$ cat src/rtl/load_store_unit_pkg.sv
// Shared definitions for the load/store unit: size codes, RAM write-enable
// encodings, FSM states and the default address limit.
package load_store_unit_pkg;

  localparam logic [1:0] SZ_BYTE = 2'b00;
  localparam logic [1:0] SZ_HALF = 2'b01;
  localparam logic [1:0] SZ_WORD = 2'b10;
  localparam logic [1:0] SZ_RSVD = 2'b11;

  localparam logic [2:0] WE_NONE = 3'b000;
  localparam logic [2:0] WE_WORD = 3'b001;
  localparam logic [2:0] WE_HALF = 3'b010;
  localparam logic [2:0] WE_BYTE = 3'b100;

  localparam logic [31:0] ADDR_LIMIT_DEFAULT = 32'd2048;

  typedef enum logic [1:0] {
    ST_IDLE    = 2'd0,
    ST_ISSUE   = 2'd1,
    ST_CAPTURE = 2'd2,
    ST_RESP    = 2'd3
  } lsu_state_t;

  function automatic logic [2:0] size_to_we(input logic [1:0] size);
    case (size)
      SZ_BYTE: size_to_we = WE_BYTE;
      SZ_HALF: size_to_we = WE_HALF;
      SZ_WORD: size_to_we = WE_WORD;
      default: size_to_we = WE_NONE;
    endcase
  endfunction

endpackage

$ cat src/rtl/load_store_unit_formatter.sv
// Combinational load-data formatter: picks byte/half/word from right-aligned
// RAM data and sign- or zero-extends it to 32 bits.
module load_formatter
  import load_store_unit_pkg::*;
(
  input  logic [31:0] rdata,
  input  logic [1:0]  size,
  input  logic        uns,
  output logic [31:0] data
);

  always_comb begin
    data = rdata;
    case (size)
      SZ_BYTE: data = {{24{~uns & rdata[7]}}, rdata[7:0]};
      SZ_HALF: data = {{16{~uns & rdata[15]}}, rdata[15:0]};
      default: data = rdata;
    endcase
  end

endmodule

$ cat src/rtl/load_store_unit.sv
// Load/store unit between execute stage and a registered-read data RAM.
// Optional macro LSU_MISALIGN_TRAP_EN turns misaligned half/word accesses into errors.
module load_store_unit
  import load_store_unit_pkg::*;
#(
  parameter logic [31:0] ADDR_LIMIT = ADDR_LIMIT_DEFAULT
) (
  input  logic        clk,
  input  logic        rst_n,
  input  logic        req_valid,
  output logic        req_ready,
  input  logic        req_write,
  input  logic [1:0]  req_size,
  input  logic        req_unsigned,
  input  logic [31:0] req_addr,
  input  logic [31:0] req_wdata,
  output logic        resp_valid,
  input  logic        resp_ready,
  output logic [31:0] resp_rdata,
  output logic        resp_err,
  output logic [31:0] mem_addr,
  output logic [2:0]  mem_we,
  output logic [31:0] mem_wdata,
  input  logic [31:0] mem_rdata
);

  lsu_state_t  state_reg, state_next;
  logic        write_reg;
  logic        unsigned_reg;
  logic [1:0]  size_reg;
  logic [31:0] addr_reg;
  logic [31:0] wdata_reg;
  logic [31:0] resp_rdata_reg;
  logic        resp_err_reg;
  logic [31:0] fmt_data;
  logic        accept;
  logic        misaligned;
  logic        req_error;

  assign req_ready  = (state_reg == ST_IDLE);
  assign resp_valid = (state_reg == ST_RESP);
  assign accept     = req_valid & req_ready;

`ifdef LSU_MISALIGN_TRAP_EN
  assign misaligned = ((req_size == SZ_HALF) && req_addr[0]) ||
                      ((req_size == SZ_WORD) && (req_addr[1:0] != 2'b00));
`else
  assign misaligned = 1'b0;
`endif

  assign req_error = (req_size == SZ_RSVD) || (req_addr >= ADDR_LIMIT) || misaligned;

  always_ff @(posedge clk or negedge rst_n) begin
    if (!rst_n) state_reg <= ST_IDLE;
    else        state_reg <= state_next;
  end

  always_comb begin
    state_next = state_reg;
    case (state_reg)
      ST_IDLE:    if (accept) state_next = req_error ? ST_RESP : ST_ISSUE;
      ST_ISSUE:   state_next = write_reg ? ST_RESP : ST_CAPTURE;
      ST_CAPTURE: state_next = ST_RESP;
      ST_RESP:    if (resp_ready) state_next = ST_IDLE;
      default:    state_next = ST_IDLE;
    endcase
  end

  // Write enable is decoded from state so an asynchronous reset kills it at once.
  assign mem_we     = ((state_reg == ST_ISSUE) && write_reg) ? size_to_we(size_reg) : WE_NONE;
  assign mem_addr   = addr_reg;
  assign mem_wdata  = wdata_reg;
  assign resp_rdata = resp_rdata_reg;
  assign resp_err   = resp_err_reg;

  load_formatter u_fmt (
    .rdata (mem_rdata),
    .size  (size_reg),
    .uns   (unsigned_reg),
    .data  (fmt_data)
  );

  always_ff @(posedge clk or negedge rst_n) begin
    if (!rst_n) begin
      write_reg      <= 1'b0;
      unsigned_reg   <= 1'b0;
      size_reg       <= SZ_BYTE;
      addr_reg       <= '0;
      wdata_reg      <= '0;
      resp_rdata_reg <= '0;
      resp_err_reg   <= 1'b0;
    end else begin
      case (state_reg)
        ST_IDLE: if (accept) begin
          write_reg      <= req_write;
          unsigned_reg   <= req_unsigned;
          size_reg       <= req_size;
          resp_err_reg   <= req_error;
          resp_rdata_reg <= '0;
          // Rejected requests leave the RAM-facing address/data untouched.
          if (!req_error) begin
            addr_reg <= req_addr;
            if (req_write) wdata_reg <= req_wdata;
          end
        end
        ST_CAPTURE: resp_rdata_reg <= fmt_data;
        ST_RESP: if (resp_ready) begin
          resp_err_reg   <= 1'b0;
          resp_rdata_reg <= '0;
        end
        default: ;
      endcase
    end
  end

endmodule

$ cat config.mk
export PLATFORM = sky130hd
export DESIGN_NAME = load_store_unit
export DESIGN_NICKNAME = d
export VERILOG_FILES = /design/src/rtl/load_store_unit_pkg.sv /design/src/rtl/load_store_unit_formatter.sv /design/src/rtl/load_store_unit.sv
export SDC_FILE = /design/constraint.sdc
export NUM_CORES = 1
export LEC_CHECK = 0
export BUFFER_PORTS_ARGS = -buffer_cell sky130_fd_sc_hd__buf_2
export CORE_UTILIZATION = 46
export DETAILED_ROUTE_END_ITERATION = 6
export HOLD_SLACK_MARGIN = 0.06
export PLACE_DENSITY = 0.77
export SKIP_LAST_GASP = 1
export SYNTH_ARGS = -nofsm -noshare
export SYNTH_HDL_FRONTEND = slang
export SYNTH_SLANG_ARGS = --single-unit
export TNS_END_PERCENT = 5
$ cat constraint.sdc
create_clock -name clk -period 2.7 [get_ports clk]
set_input_delay 0.135 -clock clk [delete_from_list [all_inputs] [get_ports clk]]
set_output_delay 0.135 -clock clk [all_outputs]
set_load 0.05 [all_outputs]
; ---- Yosys cells after proc, flatten, opt, wreduce, memory -nomap -nowiden
; Index checks and enable logic that the tools add are counted.
; Widths: inputs -> output; s select.
[classes]
n_eq_ne = 8
n_bitwise = 5
n_reduce_logical = 12
n_mux = 14
n_lt_le_gt_ge = 1
[ops]
columns = op, count
row1 = $pmux 32 s3, 1
row2 = $mux 32, 2
row3 = $pmux 32 s2, 1
row4 = $ge 32x12->1 const B, 1
row5 = $pmux 3 s3, 1
row6 = $reduce_and 3->1, 3
row7 = $eq 2x2->1 const B, 4
row8 = $pmux 2 s4, 1
row9 = $mux 2, 3
row10 = $eq 2x1->1 const B, 2
row11 = $logic_not 2->1, 2
row12 = $ne 2x1->1 const B, 2
row13 = $reduce_and 2->1, 2
row14 = $reduce_and 4->1, 1
row15 = $and 1x1->1, 3
row16 = $mux 1, 3
row17 = $mux 3, 1
row18 = $reduce_bool 3->1, 1
row19 = $not 1->1, 2
row20 = $pmux 1 s2, 1
row21 = $reduce_bool 2->1, 1
row22 = $logic_and 1x1->1, 1
row23 = $logic_or 1x1->1, 1
[word_totals]
output_inout_bits = 102
elab_cells = 48
regBits = 103

; ---- Depth between registers and ports, before layout
; Gate-level depths: netlist of the first run.
[depth]
ltp_word = 5
mapped_depth = 8
ltp_nobuf = 6

; ---- By module
; Synthesis of the first run repeated with hierarchy kept, for this count alone.
[hier_totals]
cells_unflattened = 389
area_unflattened_um2 = 4376.7
[modules_own_cells]
columns = module, seq_area_each_um2, cells_per_inst, n_inst, area_each_um2
row1 = load_store_unit, 2577.5, 322, 1, 4021.4
row2 = load_formatter, 0.0, 67, 1, 355.3

; ---- Worst setup path after synthesis of the first run
; No wires, ideal clock.
[synth_path]
kind = register to register
from = register state_reg[0]
to = register wdata_reg[11], in the netlist mem_wdata[11]
synth_period_minus_slack_ns = 2.548
stages_incl_launch_ff = 8
setup_ns = 0.125
path_slack_ns = 0.152
t_required_ns = 2.575
arrival_time_ns = 2.423
cell_sequence = dfrtp_1 inv_1 ha_1 nor4b_4 nand4_2 nor3_4 buf_6 mux2_2
[synth_via]
elab_chain_len = 3
[synth_lines]
columns = item, line
row1 = from (decl), load_store_unit.sv:27  ; lsu_state_t state_reg, state_next;
row2 = from (signal assigned), load_store_unit.sv:55  ; else state_reg <= state_next;
row3 = $logic_not 2->1 *, load_store_unit.sv:40  ; assign req_ready = (state_reg == ST_IDLE);
row4 = net req_ready, load_store_unit.sv:11  ; output logic req_ready,
row5 = $and 1x1->1, load_store_unit.sv:42  ; assign accept = req_valid & req_ready;
row6 = $reduce_and 4->1 (no source line) *, --
row7 = to (signal assigned), load_store_unit.sv:103  ; if (req_write) wdata_reg <= req_wdata;
row8 = to (decl), load_store_unit.sv:32  ; logic [31:0] wdata_reg;
; Mark *: on every way through the listed nets, which the timed path passes. The rest lies on a longest branch.
; A chain may end at the register's enable or synchronous reset.

; ---- Worst setup path after layout of the first run
[layout_path]
from = register state_reg[0]
to = register addr_reg[11], in the netlist mem_addr[11]
[layout_via]
elab_chain_len = 3
[layout_lines]
columns = item, line
row1 = $logic_not 2->1 *, "load_store_unit.sv:40, load_store_unit.sv:93"
row2 = $and 1x1->1, load_store_unit.sv:42
row3 = $reduce_and 3->1 (no source line) *, --
row4 = to (signal assigned), load_store_unit.sv:102  ; addr_reg <= req_addr;
row5 = to (decl), load_store_unit.sv:31  ; logic [31:0] addr_reg;
; Every way passes the cells marked *; elsewhere a longest branch is shown, timed or not.

==> results.py, run 1 <==
metrics = {
    "logic_synthesis": {
        "synth.avg_cell_area_um2": 12.1,
        "netlist_top_cells_area": "dfrtp_1 (62%), mux2_2 (12%), nand2_1 (5.7%), o21ai_0 (5.0%), nor2b_1 (4.8%)",
        "ys_seq_area_share_pct": 61.7,
        "yosys-top-cells-count": "dfrtp_1 (103), nand2_1 (63), mux2_2 (44), o21ai_0 (42), nor2b_1 (32)",
        "synth_top_area_share_pct": 61.7,
        "synth_area_leader_cell": "dfrtp_1",
        "synth.distinct_cells": 29,
        "async_reset_ff_share_pct": 100,
        "synth_seq_cells": 103,
        "synth-edff-count": 0,
        "synth.cell_area_mm2": 0.00418,
        "syn_nets": 455,
        "synthFlopType": "dfrtp_1",
        "syn_inst": 346,
        "synth.most_common_cell": "dfrtp_1",
        "synth-warning-count": 0,
    },
    "sta": {
        "relSlewSlack_pct": 50.5,
        "setup_viol": 0,
        "min_period_ns": 2.35,
        "rsz0062_at_grt": "false",
        "finalWorstSetupSlack_ns": 0.354,
        "finalHoldViolations": 0,
        "maxSlewViolCount": 0,
        "timing.fmax_mhz": 426,
        "fin_skew_ns": 0.0120,
        "finalCritPeriodShare_pct": 86.9,
        "worst_pin_slew_ns": 0.742,
        "tns_ns": 0,
    },
    "power": {
        "design_power_total_uw": 5220,
        "power.density_mw_per_mm2": 841,
        "p_leak_uw": 0.00348,
        "peakVddDrop_mv": 0.731,
    },
    "drt": {
        "totalWireLength_um": 11200,
        "vias": 3584,
        "ant_nets": 0,
        "wire_per_inst_um": 15.4,
        "drt-initial-drc-count": 91,
        "dr.pass1.iters": 4,
        "drc": 0,
        "post_drt_via_cell_ratio": 4.90,
    },
    "cts": {
        "htree_num_levels": 3,
        "worstSkewPairLatency_ns": 0.35,
        "cts.path.max_buffers": 2,
        "cts_tree": "yes",
        "cts_sinks": 103,
        "cts_root_buf": "clkbuf_8",
        "cts_buffers": 9,
        "clkTransAtPathRegs_ns": 0.09,
    },
    "global_routing": {
        "grt_use_met3_pct": 3.31,
        "grtUsageMet1_pct": 28.2,
        "grt_max_degree": 59,
        "grt_pass1_wl_um": 18300,
        "gr-total-overflow": 0,
        "use_met2_pct": 46.0,
        "track_usage_pct": 24.5,
        "antenna_found_initial": 0,
        "grt.busiest_layer": "met2",
        "first_global_vias": 3696,
    },
    "setup_path": {
        "critPathTopFamily": "simple AND/OR/NAND/NOR gates",
        "cp_max_fo": 22,
        "worstPathArrival_ns": 2.59,
        "critPathKind": "reg2reg",
        "cp_num_buf_inv": 3,
        "crit_path_end_kind": "flip-flop",
        "cp_common_cell": "buf_4",
        "worstSetupStartpointType": "flip-flop",
        "critPathRequiredTime_ns": 2.94,
        "cpPeakStageDelay_ns": 0.46,
        "path_cells": "inv_1 > ha_1 > nor4b_4 > nand4_2 > nor3_4 > buf_4 > buf_4 > and2b_1",
        "slowest_stage": "dfrtp_1",
    },
    "floorplanning": {
        "boundaryPins": 206,
        "die_area_mm2": 0.00946,
        "core-area_mm2": 0.00876,
        "die_w_um": 97.3,
        "die_h_um": 97.3,
        "fp-row-count": 34,
        "initial_utilization_pct": 47.7,
    },
    "hold_path": {
        "hold_path.class": "in2reg",
    },
    "finish": {
        "finalNonFillerCells": 731,
        "seq_area_mm2": 0.00258,
        "diodes": 0,
        "area_growth_syn_to_layout_pct": 48.5,
        "multi_input_area_mm2": 0.00149,
        "drive_gt1_share_pct": 44.3,
        "finalNetCount": 727,
        "fillers": 625,
    },
    "job": {
        "drv_cap": 0,
    },
    "placed_design": {
        "pre_cts_slack_ns": 0.379,
        "gp_congestion": 0.833,
        "post-dp-hpwl_um": 7110,
        "portBuffers": 205,
        "placedCellCount": 647,
    },
    "run_status": {
        "status": "finished, final reports clean",
    },
}
## cells by family after synthesis
kind of cell / count (synthesis) / synth area share [%]
AOI/OAI and AO/OA: 50 / 6.44
DFF: 103 / 61.7
adders and majority gates: 5 / 1.50
muxes: 47 / 12.6
buffers and inverters: 23 / 2.70
and+or+nand+nor: 118 / 15.0
## power by group
part | leakage [uW] | internal [uW] | switching (uW) | total, uW
logic | 0.00197 | 597 | 1580 | 2180
clock network | 0.0000994 | 445 | 538 | 983
registers | 0.00141 | 1820 | 233 | 2050
## worst paths after layout
check / slack [ns] / depth (start not counted) / endpoint / from
max: 0.35 / 8 / mem_addr[11] / state_reg[0]
min: 0.08 / 3 / resp_rdata[31] / mem_rdata[31]
max reg2reg: 0.35 / 8 / mem_addr[11] / state_reg[0]
min reg2reg: 0.49 / 2 / resp_rdata[3] / resp_rdata[3]
max in group asynchronous: 1.61 / 3 / resp_rdata[5] / rst_n
min in group asynchronous: 0.37 / 2 / size_reg[1] / rst_n
## per-stage QoR
step / area, um2 / hold slack [ns] / utilization, %
after floorplan: 4180 / -0.161 / -
after global placement: 5320 / 0.229 / 60.7
after detailed placement: 5320 / 0.247 / 60.7
after CTS: 6200 / 0.0616 / 70.8
after global routing: 6200 / 0.0782 / 70.8
final: 6200 / 0.0772 / 70.8
## per-layer routing
layer	vias up	part of all wire, %	wire (um)
li1	1702	-	-
met1	1724	39	4390
met2	139	54	6100
met3	19	4.6	514
met4	0	2.1	232
met5	-	0	0
## layout make-up
type	instances	area share (%)
Inverter	4	0.242
Clock inverter	6	1.21
Multi-Input combinational cell	220	24.0
Clock buffer	10	2.06
Timing Repair Buffer	280	28.8
Tap cell	108	2.18
Sequential cell	103	41.5
## repair_timing
item | in CTS | in global routing
hold endpoints to repair | 124 | 0
buffers inserted | 0 | 0
hold buffers | 68 | 0
gates resized for setup | 0 | 0
## cells in the final DEF, fill, tap and decap left out, types with 2 or more instances in the layout
master / instances
a21oi_1: 2
and2b_1: 6
buf_12: 2
buf_2: 204
buf_4: 6
clkbuf_8: 9
dfrtp_1: 103
dlygate4sd3_1: 68
ha_1: 5
inv_1: 4
inv_6: 2
mux2_1: 2
mux2_2: 44
nand2_1: 63
nor2_1: 3
nor2b_1: 32
nor3_1: 2
nor3_4: 2
nor3b_1: 2
nor4_1: 4
o21ai_0: 42
## worst min-delay path, stage by stage
cell and delay [ns]:
buf_2 0.08, nor2b_1 0.03, o21ai_0 0.14
Power figures use the tool's default switching activity.
==> inputs of run 2 (changes only) <==
- ABC_CLOCK_PERIOD_IN_PS: not set -> 2700
- PLACE_DENSITY: 0.77 -> 0.86
==> run 2 against run 1 <==
Against the previous run: first-iteration DRC count shrank 2.2%; largest power group unchanged; critical endpoint unchanged; critical path type unchanged; register-to-register slack got worse by 0.03 ns; global-route usage grew 0.99 points; wire length rose by 3.1%; combinational power grew 4%; worst hold slack improved by 0.015 ns.
==> results.py, run 2 (synthesized netlist as in run 1, its figures left out) <==
metrics = {
    "cts": {
        "cts_resized": 0,
        "worstSkewPairLatency_ns": 0.35,
        "clkTransAtPathRegs_ns": 0.09,
        "cts_setup_buffers": 0,
        "cts_hold_buf": 68,
        "cts.path.max_buffers": 2,
        "cts_tree": "yes",
        "cts_buffers": 9,
        "cts_root_buf": "clkbuf_8",
        "cts_sinks": 103,
        "htree_num_levels": 3,
    },
    "drt": {
        "dr.pass1.iters": 4,
        "vias": 3635,
        "drt-initial-drc-count": 89,
        "post_drt_via_cell_ratio": 4.97,
        "wire_per_inst_um": 15.9,
        "totalWireLength_um": 11600,
        "drc": 0,
        "ant_nets": 0,
    },
    "setup_path": {
        "worstPathArrival_ns": 2.61,
        "cp_max_fo": 23,
        "critPathRequiredTime_ns": 2.93,
        "cpPeakStageDelay_ns": 0.46,
        "slowest_stage": "dfrtp_1",
        "worstSetupStartpointType": "flip-flop",
        "cp_num_buf_inv": 3,
        "cp_common_cell": "buf_4",
        "critPathKind": "reg2reg",
        "critPathTopFamily": "simple AND/OR/NAND/NOR gates",
        "path_cells": "inv_1 > ha_1 > nor4b_4 > nand4_2 > nor3_4 > buf_4 > buf_4 > and2b_1",
        "crit_path_end_kind": "flip-flop",
    },
    "global_routing": {
        "grt_pass1_wl_um": 19100,
        "first_global_vias": 3908,
        "grt_max_degree": 59,
        "gr-total-overflow": 0,
        "antenna_found_initial": 0,
        "track_usage_pct": 25.5,
    },
    "placed_design": {
        "portBuffers": 205,
        "gp_congestion": 0.831,
        "place_area_mm2": 0.00533,
        "post-dp-hpwl_um": 7150,
        "placedCellCount": 648,
    },
    "power": {
        "peakVddDrop_mv": 0.931,
        "design_power_total_uw": 5320,
        "p_leak_uw": 0.00350,
        "power.density_mw_per_mm2": 855,
    },
    "sta": {
        "finalHoldViolations": 0,
        "maxSlewViolCount": 0,
        "timing.fmax_mhz": 422,
        "setup_viol": 0,
        "worst_pin_slew_ns": 0.755,
        "min_period_ns": 2.37,
        "tns_ns": 0,
        "finalCritPeriodShare_pct": 87.9,
        "rsz0062_at_grt": "false",
        "fin_skew_ns": 0.0112,
        "relSlewSlack_pct": 49.7,
    },
    "finish": {
        "drive_gt1_share_pct": 44.5,
        "area_growth_syn_to_layout_pct": 49.1,
        "final_core_util_pct": 71.1,
        "layout_commonest_cell": "buf_2",
        "finalNonFillerCells": 731,
        "mostFrequentLayoutCells": "buf_2 (204), dfrtp_1 (103), dlygate4sd3_1 (68), nand2_1 (63), mux2_2 (44)",
        "diodes": 0,
        "design_area_mm2": 0.00623,
        "finalNetCount": 728,
    },
    "floorplanning": {
        "fp-row-count": 34,
        "boundaryPins": 206,
        "initial_utilization_pct": 47.7,
        "die_area_mm2": 0.00946,
        "core-area_mm2": 0.00876,
        "die_h_um": 97.3,
        "die_w_um": 97.3,
    },
    "run_status": {
        "status": "finished, final reports clean",
    },
    "hold_path": {
        "hold_path.class": "in2reg",
    },
    "job": {
        "drv_cap": 0,
    },
}
run 2: final timing paths:
path                                startpoint             end  slack (ns)  cells after the start
worst max register to register    state_reg[0]    mem_addr[11]        0.33                      8
worst min-delay path             mem_rdata[18]  resp_rdata[18]        0.09                      3
worst min register to register  resp_rdata[13]  resp_rdata[13]        0.48                      2
min in group asynchronous                rst_n   resp_rdata[7]        0.38                      2
max in group asynchronous                rst_n   mem_wdata[25]        1.58                      3
worst max-delay path              state_reg[0]    mem_addr[11]        0.33                      8
run 2: per-stage QoR:
| stage | worst slack, ns | hold WS [ns] |
|---|---|---|
| after floorplan | 0.152 | -0.161 |
| after global placement | 0.485 | 0.230 |
| after detailed placement | 0.354 | 0.248 |
| after CTS | 0.336 | 0.0801 |
| after global routing | 0.163 | 0.103 |
| final | 0.328 | 0.0920 |
run 2: cell type report:
cell class	instances	area, um2
inverters	4	15.0
clock buffers	10	138
multi-input cells	220	1490
repair buffers	281	1790
well taps	108	135
clock inverters	5	81.3
flip-flops and latches	103	2580
fillers	633	2540
run 2: power by group:
part	total [uW]	internal (uW)	leakage, uW	switching (uW)
Sequential	2010	1820	0.00141	184
Clock	1050	545	0.000109	502
Combinational	2270	607	0.00198	1660
run 2: metal layers:
layer | vias up | wire, um | track usage [%]
li1 | 1710 | - | -
met1 | 1716 | 4370 | 28.3
met2 | 163 | 6100 | 46.0
met3 | 46 | 571 | 4.03
met4 | 0 | 545 | 14.9
met5 | - | 0 | 0
run 2: worst register-to-register path: cells and delay by family, from the launching register on:
kind	cells	cell delay, ns
DFF	1	0.46
and+or+nand+nor	4	0.90
buffers and inverters	3	0.61
adders and majority gates	1	0.29
